### src/rtl/rll_key_loader.sv
// rll_key_loader: serial key intake with XOR checksum for RLL-locked logic.
// Key bytes arrive LSB byte first, one per byte_valid/byte_ready handshake,
// followed by a checksum byte equal to the XOR of all key bytes. Only a
// verified key ever reaches key_out; every other state drives all zeros.
module rll_key_loader #(
  parameter int KEY_WIDTH = 32,  // multiple of 8
  parameter int TIMEOUT   = 255  // idle cycles allowed between bytes; 0 disables
) (
  input  logic                 clk,
  input  logic                 rst,
  input  logic                 start,
  input  logic                 clear,
  input  logic [7:0]           byte_in,
  input  logic                 byte_valid,
  output logic                 byte_ready,
  output logic [KEY_WIDTH-1:0] key_out,
  output logic                 key_valid,
  output logic                 busy,
  output logic                 err
);

  localparam int NBYTES = KEY_WIDTH / 8;
  localparam int CW     = $clog2(NBYTES + 1);
  localparam int TW     = (TIMEOUT > 0) ? $clog2(TIMEOUT + 1) : 1;

  typedef enum logic [1:0] {
    IDLE  = 2'd0,
    LOAD  = 2'd1,
    ARMED = 2'd2,
    ERROR = 2'd3
  } state_t;

  state_t               state_q, state_d;
  logic [KEY_WIDTH-1:0] shadow_q;   // key under assembly
  logic [KEY_WIDTH-1:0] key_q;      // verified key presented to the netlist
  logic [CW-1:0]        cnt_q;      // bytes accepted so far in this load
  logic [7:0]           acc_q;      // running XOR of key bytes
  logic [TW-1:0]        tmo_q;      // idle cycles since last transfer

  logic xfer;
  logic last_byte;
  logic cksum_ok;
  logic tmo_hit;

  // Handshake decode and next-state selection; clear overrides everything.
  always_comb begin
    // NOTE: every signal assigned here gets a default first so no path
    // leaves it unassigned, which would otherwise infer a latch.
    state_d   = state_q;
    xfer      = byte_valid && (state_q == LOAD);
    last_byte = (cnt_q == CW'(NBYTES));
    cksum_ok  = (byte_in == acc_q);
    // The idle cycle that would bring the counter to TIMEOUT aborts the load;
    // a transfer in that same cycle keeps the load alive.
    tmo_hit   = (TIMEOUT > 0) && !xfer && (tmo_q == TW'(TIMEOUT - 1));

    unique case (state_q)
      IDLE:  if (start) state_d = LOAD;
      LOAD: begin
        if (xfer && last_byte) state_d = cksum_ok ? ARMED : ERROR;
        else if (tmo_hit)      state_d = ERROR;
      end
      ARMED: if (start) state_d = LOAD;
      ERROR: if (start) state_d = LOAD;
      default: state_d = IDLE;
    endcase

    if (clear) state_d = IDLE;
  end

  // Status outputs decode directly from the registered state.
  always_comb begin
    byte_ready = (state_q == LOAD);
    busy       = (state_q == LOAD);
    key_valid  = (state_q == ARMED);
    err        = (state_q == ERROR);
    key_out    = key_q;
  end

  // State register plus key assembly, checksum, timeout and key presentation.
  always_ff @(posedge clk) begin
    // NOTE: all state, including the key-holding registers, is reset so a
    // partially loaded key never survives rst.
    if (rst) begin
      state_q  <= IDLE;
      shadow_q <= '0;
      key_q    <= '0;
      cnt_q    <= '0;
      acc_q    <= '0;
      tmo_q    <= '0;
    end else begin
      // NOTE: non-blocking assignments so every register samples the
      // pre-edge values, independent of statement order.
      state_q <= state_d;

      if (clear) begin
        shadow_q <= '0;
        key_q    <= '0;
        cnt_q    <= '0;
        acc_q    <= '0;
        tmo_q    <= '0;
      end else if (state_d == LOAD && state_q != LOAD) begin
        // Entering LOAD erases any previous key, armed or not.
        shadow_q <= '0;
        key_q    <= '0;
        cnt_q    <= '0;
        acc_q    <= '0;
        tmo_q    <= '0;
      end else if (state_q == LOAD) begin
        if (xfer) begin
          tmo_q <= '0;
          if (!last_byte) begin
            for (int k = 0; k < NBYTES; k++) begin
              if (cnt_q == CW'(k)) shadow_q[8*k +: 8] <= byte_in;
            end
            acc_q <= acc_q ^ byte_in;
            cnt_q <= cnt_q + 1'b1;
          end
        end else begin
          tmo_q <= tmo_q + 1'b1;
        end

        if (state_d == ARMED) key_q    <= shadow_q;
        if (state_d == ERROR) shadow_q <= '0;
      end
    end
  end

endmodule

### config.mk
export PLATFORM = sky130hd
export DESIGN_NAME = rll_key_loader
export DESIGN_NICKNAME = d
export VERILOG_FILES = /design/src/rtl/rll_key_loader.sv
export SDC_FILE = /design/constraint.sdc
export NUM_CORES = 1
export LEC_CHECK = 0
export CORE_MARGIN = 5
export CORE_UTILIZATION = 50
export DETAILED_ROUTE_END_ITERATION = 12
export HOLD_SLACK_MARGIN = 0.02
export PLACE_DENSITY_LB_ADDON = 0.25
export REMOVE_ABC_BUFFERS = 1
export SLEW_MARGIN = 20
export SYNTH_ARGS = -nofsm -noshare
export SYNTH_HDL_FRONTEND = slang
export SYNTH_SLANG_ARGS = --single-unit
### constraint.sdc
create_clock -name clk -period 2.3 [get_ports clk]
set_input_delay 0.46 -clock clk [delete_from_list [all_inputs] [get_ports clk]]
set_output_delay 0.46 -clock clk [all_outputs]
set_load 0.02 [all_outputs]
==> summary.md, run 1 <==
| Metric | Value |
|---|---|
| DRT Wirelength | 8.26 mm |
| Vias in the first global route | 2864 |
| Clock Sink Count | 85 |
| Outcome | finished clean |
| First-pass GRT wire length | 13.8 mm |
| Critical Path AT | 1.70 ns |
| Mapped Cells | 377 |
| GRT Overall Usage | 0.196 |
| Initial antenna violation count | 0 |
| Count of cell types in the netlist | 36 |
| CTS tree | built |
| CTS resizes | 0 |
| Inst Count DP | 528 |
| DP HPWL | 5.80 mm |
| Worst Setup End Kind | output pin |
| Via count | 2877 |
| DR vias/cell | 5.30 |
| Total Die Area | 9020 sq um |
| Cell Rows | 31 |
| Max-slew violation count | 0 |
| Worst-Margin Slew | 0.358 ns |
| H-Tree Depth | 3 |
| Sequential fraction of the synthesis area | 0.472 |
| Final Setup Violations | 0 |
| Fin crit period | 2.16 ns |
| Startpoint Class | flip-flop |
| Worst Setup Path Type | flip-flop to output pin |
| Drt drc | 0 |
| Final cycle utilization of the critical path | 0.940 |
| Mapped Area | 3610 sq um |
| Drt first pass iters | 4 |
| Asr flop ratio synth | 0 |
| GRT overflow | 0 |
| Fin cells | 543 |
| Die Span Y | 95.0 microns |
| Post-synth EDFFs | 0 |
| Tightest hold margin | 0.489 ns |
| Proportion of layout cells with a drive suffix above 1 | 0.110 |
| Core box area | 7140 sq um |
| Setup bufs post-CTS | 0 |
| Hold WC Path Type | flip-flop to flip-flop |
| Leakage power | 0.00152 uW |
| Num ports | 49 |
| Clock Pin Slew Worst Setup and Hold Paths | 0.09 ns |
| Fin util | 0.634 |
| Synth Register Bits | 85 |
| Final hold violations | 0 |
| Max rail drop VDD | 0.355 mV |
| Avg WL per Cell | 15.2 microns |
| Max_slew headroom | 0.759 |
| TritonCTS Buffers | 9 |
| Die width | 95.0 microns |
| Clock latency on the worst-skew pair | 0.35 ns |
| Clock skew | 0.0120 ns |
| Critical Path RT | 1.84 ns |
| PwrDens | 595 nW/um^2 |
| Nets | 460 |
| Final GP Congestion | 0.826 |
| YS warnings | 0 |
| Hold buffers post-CTS | 0 |
| Area Growth Syn to Fin | 25.5% |
| Crit path max fanout | 10 |
| Post-route ant nets | 0 |
| Largest net degree at the start of global routing | 25 |
| Max cap viols | 0 |
| Peak Freq | 463 MHz |
| I/O Buffers | 48 |
| DRT iter0 DRCs | 172 |
| Initial Util | 0.506 |
| Number of diodes | 0 |
| Longest Clk Path Bufs | 2 |
| Clk root buf | clkbuf_8 |
| Top FF cell, synth | dfxtp_1 |
| Synthesized area per cell | 9.57 sq um |
| Overall power | 2690 uW |
| RSZ-0062 raised after global routing | false |
-- metrics by stage --
stage / worst slack (ns) / area (sq um) / setup TNS, ns
after floorplan: -0.591 / 3500 / -18.91
after global placement: -0.111 / 4330 / -2.73
after detailed placement: -0.176 / 4330 / -4.09
after CTS: 0.115 / 4530 / 0
after global routing: 0.0360 / 4530 / 0
final: 0.139 / 4530 / 0
-- kinds of logic (layout without fill, tap and decap cells) --
group	after synthesis	in the layout	synth area share
mux	41	41	0.114
buf+inv	26	93	0.0388
fa+ha+maj	7	7	0.0243
compound gates	55	55	0.0974
simple gates	140	140	0.198
xor+xnor	23	23	0.0558
flops	85	85	0.472
-- power by group --
| part | total, uW | internal, uW | switching (uW) |
|---|---|---|---|
| Clock | 1060 | 505 | 555 |
| Combinational | 156 | 63.1 | 93.1 |
| Sequential | 1480 | 1470 | 3.92 |
-- area by class of cell --
| class | instances | area, sq um |
|---|---|---|
| Inverter | 6 | 27.5 |
| Multi-Input combinational cell | 266 | 1770 |
| Clock inverter | 6 | 72.6 |
| Sequential cell | 85 | 1700 |
| Fill cell | 631 | 2610 |
| Tap cell | 99 | 124 |
| Clock buffer | 9 | 124 |
| Timing Repair Buffer | 72 | 711 |
-- sequential cells by signal (all words and copies together) (netlist names) --
signal,cells
cnt_q,3
tmo_q,8
key_out,32
shadow_q,32
state_q,2
acc_q,8
-- final timing paths --
kind,startpoint,endpoint,slack (ns),cells after the start
setup / recovery,state_q[1],busy,0.14,3
hold / removal,shadow_q[2],shadow_q[2],0.49,2
hold reg to reg,shadow_q[2],shadow_q[2],0.49,2
setup reg to reg,cnt_q[0],key_out[2],0.36,8
-- per-layer routing --
metal	global-route usage	wire [microns]	vias up
met2	0.311	3820	68
met5	0	0	-
met4	0.0721	165	0
li1	-	-	1437
met3	0.0430	444	16
met1	0.261	3830	1356
-- synth_stat cells (2+ instances only) --
library cell	count	area share
nand2_1	20	0.021
a22oi_1	24	0.050
inv_1	5	0.0052
mux2i_1	41	0.11
o21ai_0	5	0.0069
nor2b_1	3	0.0052
clkbuf_1	12	0.012
buf_2	3	0.0042
xor2_1	12	0.029
buf_6	4	0.012
nor2_1	55	0.057
a21oi_1	2	0.0028
nand4_1	5	0.0087
nand3_1	26	0.036
dfxtp_1	85	0.47
nor3_1	10	0.014
xnor2_1	11	0.027
ha_1	7	0.024
a21oi_2	2	0.0049
and2_1	6	0.010
o21ai_1	20	0.028
nand2b_1	2	0.0035
and3_1	2	0.0035
nor4_4	3	0.018
-- layout by cell type (no fill, tap or decap), drive strengths merged, types with 3 or more instances in the layout --
master          n
dfxtp          85
nor2           55
clkdlybuf4s50  48
mux2i          41
nand3          28
o21ai          25
a22oi          24
buf            24
nand2          20
xor2           12
xnor2          11
nor3           11
clkbuf          9
ha              7
and2            6
inv             6
nand4           5
a21oi           4
nor2b           3
nor4            3
clkinvlp        3
-- critical path, stage by stage (launching register included) --
cell	delay [ns]
dfxtp_1	0.43
nand2b_1	0.22
clkinv_4	0.14
clkdlybuf4s50_1	0.56
No activity file was read; power rests on OpenSTA's default activity.
==> run 2, diff against run 1 <==
--- a/config.mk
+++ b/config.mk
@@ -15,3 +15,4 @@
 export SYNTH_ARGS = -nofsm -noshare
 export SYNTH_HDL_FRONTEND = slang
 export SYNTH_SLANG_ARGS = --single-unit
+export TNS_END_PERCENT = 20
==> results of run 2 <==
Final layout, timing and power as in run 1 (identical DEF).
